## src/rtl/fixed_defs_pkg.sv

```systemverilog
// Shared Q3.12 fixed-point definitions for the arithmetic datapath
// (divider and multiplier).
package fixed_defs;

   localparam int WIDTH = 16;
   localparam int FRAC  = 12;

   localparam logic [WIDTH-1:0] Q_MAX = 16'h7FFF;
   localparam logic [WIDTH-1:0] Q_MIN = 16'h8000;
   localparam logic [WIDTH-1:0] ONE   = 16'h1000;

   typedef enum logic [1:0] {
      IDLE = 2'd0,
      CALC = 2'd1,
      DONE = 2'd2
   } state_t;

endpackage

```

## src/rtl/fixed_sign_mag.sv

```systemverilog
// Sign/magnitude helper for the divider. It splits both operands into a sign
// and an unsigned magnitude, and it turns a sign plus a wide magnitude back
// into a saturated two's-complement word.
module fixed_sign_mag #(
   parameter int WIDTH = 16,
   parameter int QW    = 28
) (
   input  logic [WIDTH-1:0] in_a,
   input  logic [WIDTH-1:0] in_b,
   output logic             a_neg,
   output logic             b_neg,
   output logic [WIDTH-1:0] a_mag,
   output logic [WIDTH-1:0] b_mag,
   input  logic             in_neg,
   input  logic [QW-1:0]    in_q,
   output logic [WIDTH-1:0] out_val,
   output logic             out_ovf
);

   localparam logic [WIDTH-1:0] VAL_MAX = {1'b0, {(WIDTH-1){1'b1}}};
   localparam logic [WIDTH-1:0] VAL_MIN = {1'b1, {(WIDTH-1){1'b0}}};
   // Largest magnitudes that still fit: +0x7FFF and -0x8000.
   localparam logic [QW-1:0] POS_LIM = {{(QW-WIDTH+1){1'b0}}, {(WIDTH-1){1'b1}}};
   localparam logic [QW-1:0] NEG_LIM = {{(QW-WIDTH){1'b0}}, 1'b1, {(WIDTH-1){1'b0}}};

   // The most negative input maps to its true magnitude (0x8000 = 32768)
   // because the magnitude is read as unsigned.
   assign a_neg = in_a[WIDTH-1];
   assign b_neg = in_b[WIDTH-1];
   assign a_mag = a_neg ? -in_a : in_a;
   assign b_mag = b_neg ? -in_b : in_b;

   // Saturating conversion of sign + magnitude; a zero magnitude negates to +0.
   always_comb begin
      // NOTE: every output of a combinational block gets a default first, so
      // no path through the branches leaves it unassigned and infers a latch.
      out_val = '0;
      out_ovf = 1'b0;
      if (in_neg) begin
         if (in_q > NEG_LIM) begin
            out_val = VAL_MIN;
            out_ovf = 1'b1;
         end else begin
            out_val = -in_q[WIDTH-1:0];
         end
      end else begin
         if (in_q > POS_LIM) begin
            out_val = VAL_MAX;
            out_ovf = 1'b1;
         end else begin
            out_val = in_q[WIDTH-1:0];
         end
      end
   end

endmodule

```

## src/rtl/fixed_divide.sv

```systemverilog
// Sequential signed Q3.12 divider: restoring long division on magnitudes,
// one quotient bit per clock, followed by sign restore and saturation.
module fixed_divide #(
   parameter int WIDTH = fixed_defs::WIDTH,
   parameter int FRAC  = fixed_defs::FRAC
) (
   input  logic             clk,
   input  logic             rst,
   input  logic [WIDTH-1:0] in_A,
   input  logic [WIDTH-1:0] in_B,
   input  logic             in_En,
   output logic [WIDTH-1:0] out_Out,
   output logic             out_Ready,
   output logic             out_Busy,
   output logic             out_DivZero,
   output logic             out_Overflow
);

   import fixed_defs::*;

   localparam int N  = WIDTH + FRAC;
   localparam int CW = $clog2(N);

   state_t           state, state_next;
   logic             sign_q;     // sign of the quotient
   logic             a_neg_q;    // sign of the dividend, picks the divide-by-zero rail
   logic             dz_q;       // divisor was zero
   logic [WIDTH-1:0] b_mag_q;
   logic [WIDTH-1:0] rem_q;
   logic [N-1:0]     dq_q;       // dividend shifts out of the top, quotient in at the bottom
   logic [CW-1:0]    cnt_q;

   logic             a_neg, b_neg;
   logic [WIDTH-1:0] a_mag, b_mag;
   logic [WIDTH-1:0] sat_val;
   logic             sat_ovf;
   logic             accept;
   logic [WIDTH:0]   rem_shift, rem_diff;
   logic             rem_ge;

   // A zero divisor is treated as an infinite magnitude carrying the
   // dividend's sign, so the saturator produces the 0x7FFF/0x8000 rail.
   fixed_sign_mag #(.WIDTH(WIDTH), .QW(N)) u_sign_mag (
      .in_a    (in_A),
      .in_b    (in_B),
      .a_neg   (a_neg),
      .b_neg   (b_neg),
      .a_mag   (a_mag),
      .b_mag   (b_mag),
      .in_neg  (dz_q ? a_neg_q : sign_q),
      .in_q    (dz_q ? {N{1'b1}} : dq_q),
      .out_val (sat_val),
      .out_ovf (sat_ovf)
   );

   assign accept    = (state == IDLE) && in_En;
   assign rem_shift = {rem_q, dq_q[N-1]};
   assign rem_ge    = (rem_shift >= {1'b0, b_mag_q});
   assign rem_diff  = rem_shift - {1'b0, b_mag_q};

   // State register.
   always_ff @(posedge clk or negedge rst) begin
      if (!rst) state <= IDLE;
      else      state <= state_next;
   end

   // Next-state logic: IDLE -> CALC (or DONE on zero divisor) -> DONE -> IDLE.
   always_comb begin
      state_next = state;
      case (state)
         IDLE:    if (in_En) state_next = (in_B == '0) ? DONE : CALC;
         CALC:    if (cnt_q == CW'(N - 1)) state_next = DONE;
         DONE:    state_next = IDLE;
         default: state_next = IDLE;
      endcase
   end

   // Operand capture on accept, then one restoring shift/subtract step per clock.
   always_ff @(posedge clk or negedge rst) begin
      // NOTE: clocked state uses non-blocking assignments so every register
      // samples pre-edge values, independent of statement order.
      if (!rst) begin
         sign_q  <= 1'b0;
         a_neg_q <= 1'b0;
         dz_q    <= 1'b0;
         b_mag_q <= '0;
         rem_q   <= '0;
         dq_q    <= '0;
         cnt_q   <= '0;
      end else if (accept) begin
         sign_q  <= a_neg ^ b_neg;
         a_neg_q <= a_neg;
         dz_q    <= (in_B == '0);
         b_mag_q <= b_mag;
         rem_q   <= '0;
         dq_q    <= {a_mag, {FRAC{1'b0}}};
         cnt_q   <= '0;
      end else if (state == CALC) begin
         // The kept remainder is always below |B|, so it fits in WIDTH bits.
         rem_q <= WIDTH'(rem_ge ? rem_diff : rem_shift);
         dq_q  <= {dq_q[N-2:0], rem_ge};
         cnt_q <= cnt_q + CW'(1);
      end
   end

   // Registered outputs: result and flags load in DONE, flags clear on accept.
   always_ff @(posedge clk or negedge rst) begin
      if (!rst) begin
         out_Out      <= '0;
         out_Ready    <= 1'b0;
         out_Busy     <= 1'b0;
         out_DivZero  <= 1'b0;
         out_Overflow <= 1'b0;
      end else begin
         out_Ready <= (state == DONE);
         out_Busy  <= (state_next != IDLE) || (state == DONE);
         if (accept) begin
            out_DivZero  <= 1'b0;
            out_Overflow <= 1'b0;
         end else if (state == DONE) begin
            out_Out      <= sat_val;
            out_DivZero  <= dz_q;
            out_Overflow <= sat_ovf & ~dz_q;
         end
      end
   end

endmodule

```

## config.mk

```make
export PLATFORM = sky130hd
export DESIGN_NAME = fixed_divide
export DESIGN_NICKNAME = d
export VERILOG_FILES = /design/src/rtl/fixed_defs_pkg.sv /design/src/rtl/fixed_sign_mag.sv /design/src/rtl/fixed_divide.sv
export SDC_FILE = /design/constraint.sdc
export NUM_CORES = 1
export LEC_CHECK = 0
export ABC_CLOCK_PERIOD_IN_PS = 2800
export CORE_MARGIN = 4
export CORE_UTILIZATION = 45
export DETAILED_ROUTE_END_ITERATION = 6
export GPL_ROUTABILITY_DRIVEN = 0
export GPL_TIMING_DRIVEN = 0
export PLACE_DENSITY = 0.67
export REMOVE_ABC_BUFFERS = 1
export SLEW_MARGIN = 20
export SYNTH_ARGS = -nofsm -noshare
export SYNTH_HDL_FRONTEND = slang
export SYNTH_HIERARCHICAL = 1
export SYNTH_SLANG_ARGS = --single-unit
```

## constraint.sdc

```tcl
create_clock -name clk -period 2.8 [get_ports clk]
set_clock_uncertainty 0.2 [all_clocks]
set_input_delay 0.56 -clock clk [delete_from_list [all_inputs] [get_ports clk]]
set_output_delay 0.56 -clock clk [all_outputs]
set_load 0.02 [all_outputs]
```

==> results of run 1 <==
-- metal layers --
layer / vias up / track usage [%]
met3: 26 / 4.18
met1: 2655 / 24.3
met4: 0 / 5.10
met2: 142 / 33.3
li1: 2664 / -
met5: - / 0
-- report_power, final --
group	switching, µW	internal, µW
Combinational	3050	2680
Clock	519	873
Sequential	422	1840
Total	3990	5390
-- what timing repair did --
item	in CTS	in global routing
gates cloned	3	0
pin swaps	12	11
buffers inserted	17	10
hold endpoints to repair	0	0
endpoints found under the setup margin	58	32
gates resized for setup	43	19
-- flip-flops by register name, indices dropped and copies added, names as in the netlist --
register and cells:
dq_q 28, b_mag_q 16, out_Out 16, rem_q 16, cnt_q 5, state 2, a_neg_q 1, dz_q 1
out_Busy 1, out_DivZero 1, out_Overflow 1, out_Ready 1, sign_q 1
-- worst reg2reg max path, cell delays in order (launching register included) --
cell	delay (ps)
dfrtp_4	530
buf_4	160
buf_12	120
or2_2	290
nor4_2	450
and3_4	350
a21oi_1	110
a211o_1	270
mux2_2	270
-- layout by cell type, fill, tap and decap left out, drive strengths merged, types with 3 or more instances in the layout --
| cell | instances |
|---|---|
| nor3 | 12 |
| o21bai | 3 |
| o311a | 4 |
| a211oi | 10 |
| nand2b | 14 |
| o31ai | 12 |
| mux2 | 17 |
| or3 | 4 |
| a31oi | 6 |
| o21a | 3 |
| a21o | 7 |
| bufinv | 3 |
| nor4 | 16 |
| clkdlybuf4s50 | 52 |
| and3 | 4 |
| or2 | 28 |
| nor2b | 21 |
| a21oi | 40 |
| ha | 20 |
| a22oi | 16 |
| a221oi | 4 |
| nand3 | 14 |
| nand4 | 7 |
| a22o | 14 |
| xnor2 | 35 |
| xor2 | 3 |
| nand3b | 6 |
| inv | 32 |
| clkbuf | 9 |
| nor2 | 28 |
| o21ai | 73 |
| dfrtp | 90 |
| nand2 | 78 |
| mux2i | 17 |
| buf | 33 |
-- stage by stage --
step | area [µm²] | TNS (ps) | cells
floorplan | 6000 | -231 | 664
global placement | 6760 | -293680 | 894
detailed placement | 6870 | -39380 | 899
CTS | 7590 | -128 | 934
global route | 7740 | -871 | 944
finish | 7740 | -185 | 944
-- worst paths after layout --
check | startpoint | to | cells after the start
setup / recovery | dz_q | out_Out[4] | 8
hold / removal | rst | dq_q[16] | 1
setup reg to reg | dz_q | out_Out[4] | 8
hold reg to reg | a_neg_q | a_neg_q | 2
max in group asynchronous | rst | dz_q | 2
min in group clk | a_neg_q | a_neg_q | 2
-- area by class of cell --
class                      instances  area [µm²]
clock buffer                       9         225
timing repair buffer              87         902
inverter                          31         116
multi-input combinational        545        3910
tap                              176         220
clock inverter                     6         115
sequential                        90        2260
fill                            1186        5660
-- kinds of logic (layout without fill, tap and decap cells) --
kind of cell               count (synthesis)  count (layout)
AOI/OAI and AO/OA                        207             209
xor gates and xnor gates                  38              38
adders and majority gates                 21              21
buffers and inverters                     75             133
DFF                                       90              90
muxes                                     34              34
and+or+nand+nor                          243             243
==> reports/metrics.cfg, run 1 <==
[synth]
yosysWarnings = 6
synth_compound_area_share_pct = 22.1
synth_mux_area_share_pct = 5.81
post_synth_inst_count = 708
ys_seq_elements = 90
synth_top_family_by_area = compound AO/OA/AOI/OAI gates
syn-cell-area_um2 = 6220
synth_xor_area_share_pct = 5.35
synth_edf_count = 0
synth_area_leaders = dfrtp_1, xnor2_1, nand2_1, ha_1, o21ai_0
synthAdderAreaFrac_pct = 4.35
synth_cell_type_count = 72
yosysMostFrequentCell = dfrtp_1
yosys.area.top_type_share_pct = 36.2
synth-simple-area-share_pct = 20.8
avgSynthCellArea_um2 = 8.78
ys.flop_type = dfrtp_1
yosysSeqAreaShare_pct = 36.2
yosys.area.top_type = dfrtp_1
synthArstFlopShare_pct = 100
synth_commonest_cells = dfrtp_1, nand2_1, o21ai_0

[final_layout]
area_growth_pct = 24.5
fin_nets = 820
drive_gt1_share_pct = 18.4
antenna_cells = 0
postLayoutCoreUtil_pct = 57.8

[routing]
drt_wl_total_um = 15100
first_pass_iters = 5
drcViolationCount = 0
viasPerCell = 5.81
ant_nets = 0
drtIter0Drc = 572
top_layer_used = met4
avgRoutedWirePerCell_um = 16.0
wl_met1_um = 6680
wl_met2_um = 7560
vias = 5487
route.met3.wl_um = 625

[critical_path]
path_delay_family = simple AND/OR/NAND/NOR gates
cp_slowest_cell = dfrtp_4
path_buf_inv = 2
path_class = flip-flop to flip-flop
startpoint_type = flip-flop
slowest_delay_ps = 530
end_kind = flip-flop
cp_max_fo = 7
crit_required_ps = 2830
arrival_ps = 2900
worstPathCellList = buf_4 -> buf_12 -> or2_2 -> nor4_2 -> and3_4 -> a21oi_1 -> a211o_1 -> mux2_2
r2r_slack_ps = -60

[timing]
post-route-period-util_pct = 102
fin_crit_ps = 2860
maxSlewHeadroom_pct = 40.8
clock.fmax_ghz = 0.349
hold_slack_ps = 79.1
fin_ws_ps = -63.6
finalSetupViolations = 4
worstMarginPinSlew_ps = 889
rsz0062_at_grt = true
hold_viol = 0
maxSlewViolCount = 0

[placement]
port_buffers = 54
dp_hpwl_um = 10100
dp_slack_ps = -1060

[clock_network]
cts_tree = yes
cts_sinks = 90
cts.path.max_buffers = 2
clk_pin_slew_worst_paths_ps = 70
clock_latency_ps = 350
numCtsBuffers = 9
root_buffer = clkbuf_16
holdBufCountCts = 0
htreeDepth = 3

[die]
coreArea_um2 = 13400
die_h_um = 126
rows = 42
start_util_pct = 46.4
io_pins = 55
die-area_um2 = 15800
die_x_um = 126

[global_route]
grt_max_degree = 58
track_usage_pct = 19.2
antenna_found_initial = 0
grt_pass1_vias = 5343
grt_pass1_wl_um = 25500
overflow = 0

[power_and_ir_drop]
power_density_nw_per_um2 = 1210
total_power_uw = 9380
power_leakage_uw = 0.00333
vdd_drop_max_mv = 0.427

[worst_hold_path]
hold_class = input port to asynchronous set/reset pin

[outcome]
violations = negative setup slack
status = finished, violations left

[flow_run]
cap_viol_max_count = 0

No activity file was read; power rests on OpenSTA's default activity.
==> inputs of run 2 (changes only) <==
--- a/config.mk
+++ b/config.mk
@@ -5,13 +5,12 @@
 export SDC_FILE = /design/constraint.sdc
 export NUM_CORES = 1
 export LEC_CHECK = 0
-export ABC_CLOCK_PERIOD_IN_PS = 2800
+export ABC_CLOCK_PERIOD_IN_PS = 3400
 export CORE_MARGIN = 4
 export CORE_UTILIZATION = 45
 export DETAILED_ROUTE_END_ITERATION = 6
 export GPL_ROUTABILITY_DRIVEN = 0
 export GPL_TIMING_DRIVEN = 0
-export PLACE_DENSITY = 0.67
 export REMOVE_ABC_BUFFERS = 1
 export SLEW_MARGIN = 20
 export SYNTH_ARGS = -nofsm -noshare
==> constraint.sdc (replaced) <==
create_clock -name clk -period 3.4 [get_ports clk]
set_clock_uncertainty 0.2 [all_clocks]
set_input_delay 0.68 -clock clk [delete_from_list [all_inputs] [get_ports clk]]
set_output_delay 0.68 -clock clk [all_outputs]
set_load 0.02 [all_outputs]
==> reports/metrics.cfg, run 2 (same netlist as run 1, synthesis figures left out) <==
[final_layout]
top_register = dq_q
fin_cells = 916  ; -3.0%
drive_gt1_share_pct = 12.6  ; -5.8 points
layout_commonest_cell = dfrtp_1
antenna_cells = 0  ; unchanged
fin_nets = 791  ; -3.5%
postLayoutCoreUtil_pct = 54.1  ; -3.7 points
area_growth_pct = 16.5
stdcell_area_um2 = 7240  ; -6.4%
fillers = 1245  ; +5.0%
largest_reg_flops = 28  ; unchanged
final_cell_mix = dfrtp_1, nand2_1, clkdlybuf4s50_1

[die]
start_util_pct = 46.4  ; unchanged
die_x_um = 126  ; unchanged
rows = 42  ; unchanged
die_h_um = 126  ; unchanged
die-area_um2 = 15800  ; unchanged
coreArea_um2 = 13400  ; unchanged
io_pins = 55  ; unchanged

[routing]
ant_nets = 0  ; unchanged
vias = 5330  ; -2.9%
drtIter0Drc = 456  ; -20%
first_pass_iters = 6  ; +1
drcViolationCount = 0  ; unchanged
viasPerCell = 5.82  ; +0.11%
avgRoutedWirePerCell_um = 15.9  ; -0.73%
drt_wl_total_um = 14600  ; -3.7%

[global_route]
overflow = 0  ; unchanged
grt_max_degree = 50  ; -14%
grt_pass1_wl_um = 25000  ; -1.8%
track_usage_pct = 19.0  ; -0.22 points
antenna_found_initial = 0  ; unchanged
grt_pass1_vias = 5243  ; -1.9%

[critical_path]
reg2regPathDepth = 6  ; -2
r2r-end = out_Out[9]
end_kind = flip-flop
cp_max_fo = 32  ; +25
arrival_ps = 3300  ; +400 ps
r2r_start = dz_q
path_class = flip-flop to flip-flop
startpoint_type = flip-flop
r2r_slack_ps = 130  ; +200 ps
crit_required_ps = 3440  ; +610 ps

[timing]
hold_viol = 0  ; unchanged
fin_crit_ps = 3270  ; +405 ps
fin_ws_ps = 132  ; +195 ps
maxSlewViolCount = 0  ; unchanged
finalSetupViolations = 0  ; -4
maxSlewHeadroom_pct = 43.0  ; +2.2 points
post-route-period-util_pct = 96.1  ; -6.1 points
rsz0062_at_grt = false
clock.fmax_ghz = 0.306  ; -12%
worstMarginPinSlew_ps = 843  ; -45.4 ps

[power_and_ir_drop]
p_int_uw = 4110  ; -24%
comb_power_share_pct = 59.6  ; -1.5 points
power_leakage_uw = 0.00313  ; -6.0%
clock_power_share_pct = 14.9  ; about the same
vdd_drop_max_mv = 0.323  ; -24%
total_power_uw = 7220  ; -23%
p_sw_uw = 3110  ; -22%
p_seq_share_pct = 25.5  ; +1.4 points
power_density_nw_per_um2 = 997  ; -18%
switching_share_pct = 43.1  ; +0.58 points

[clock_network]
clock_latency_ps = 350  ; about the same
numCtsBuffers = 9  ; unchanged
root_buffer = clkbuf_16
clk_pin_slew_worst_paths_ps = 70  ; about the same
post_cts_buffers = 0  ; -17
cts_tree = yes
holdBufCountCts = 0  ; unchanged
htreeDepth = 3  ; unchanged
cts.path.max_buffers = 2  ; unchanged
cts_sinks = 90  ; unchanged

[placement]
post_dp_cell_area_um2 = 6900  ; +0.38%
dp_slack_ps = -625  ; +437 ps
port_buffers = 54  ; unchanged
dp_hpwl_um = 10400  ; +2.9%
post-place-cells = 899  ; unchanged

[flow_run]
cap_viol_max_count = 0  ; unchanged

[worst_hold_path]
hold_class = input port to asynchronous set/reset pin

[outcome]
status = finished clean

==> run 2: changes by cell type in the layout (fill, tap and decap cells not counted), moves of 5 or more <==
cell,change
buf_12,-5
or2_2,+12
buf_4,-21
or2_4,-12
==> run 2: routing by layer <==
metal  part of all wire [%]  global-route usage (%)
met5                      0                       0
met2                     48                    32.1
met3                    4.4                    3.16
met4                    2.1                    6.95
met1                     46                    24.5
==> run 2: critical path: stages, from the launching register on <==
cell      delay (ps)
dfrtp_2          560
or2_2            340
nor4_1           680
nand4_1          630
a21oi_1          350
a211oi_1          80
mux2_2           300
==> run 2: worst max path at each step <==
stage / from / endpoint / slack, ps / depth (start not counted)
after floorplan: dz_q / out_Out[11] / 460 / 8
after CTS: in_En / b_mag_q[11] / 70 / 6
after detailed placement: in_En / b_mag_q[11] / -630 / 6
final: dz_q / out_Out[9] / 130 / 6
after global routing: dz_q / out_Out[11] / 20 / 8
after global placement: rst / b_mag_q[13] / -1880 / 1
==> run 2: what timing repair did <==
action                                  in CTS  in global routing
endpoints found under the setup margin      26                 11
resized for setup                            2                  3
cloned                                       0                  0
==> run 2: through the flow <==
stage / TNS [ps] / hold slack (ps)
global placement: -218930 / 259
detailed placement: -12470 / 261
global route: 0 / 67.9
floorplan: 0 / 184
CTS: 0 / 59.4
finish: 0 / 34.9
==> run 2: area by class of cell <==
type                    instances  area (µm²)  area share, %
clock buffers                   9         225           3.11
clock inverters                 7        93.8           1.30
inverters                      31         116           1.61
multi-input cells             543        3670           50.7
flip-flops and latches         90        2250           31.1
well taps                     176         220           3.04
repair buffers                 60         662           9.14
==> run 2: power groups by stage <==
| stage | registers [µW] | clock network [µW] | logic [µW] |
|---|---|---|---|
| floorplan | 1910 | 0 | 2990 |
| global placement | 1840 | 0 | 4040 |
| detailed placement | 1870 | 0 | 4220 |
| CTS | 1840 | 1100 | 4250 |
| global route | 1910 | 1150 | 4770 |
| finish | 1840 | 1080 | 4300 |
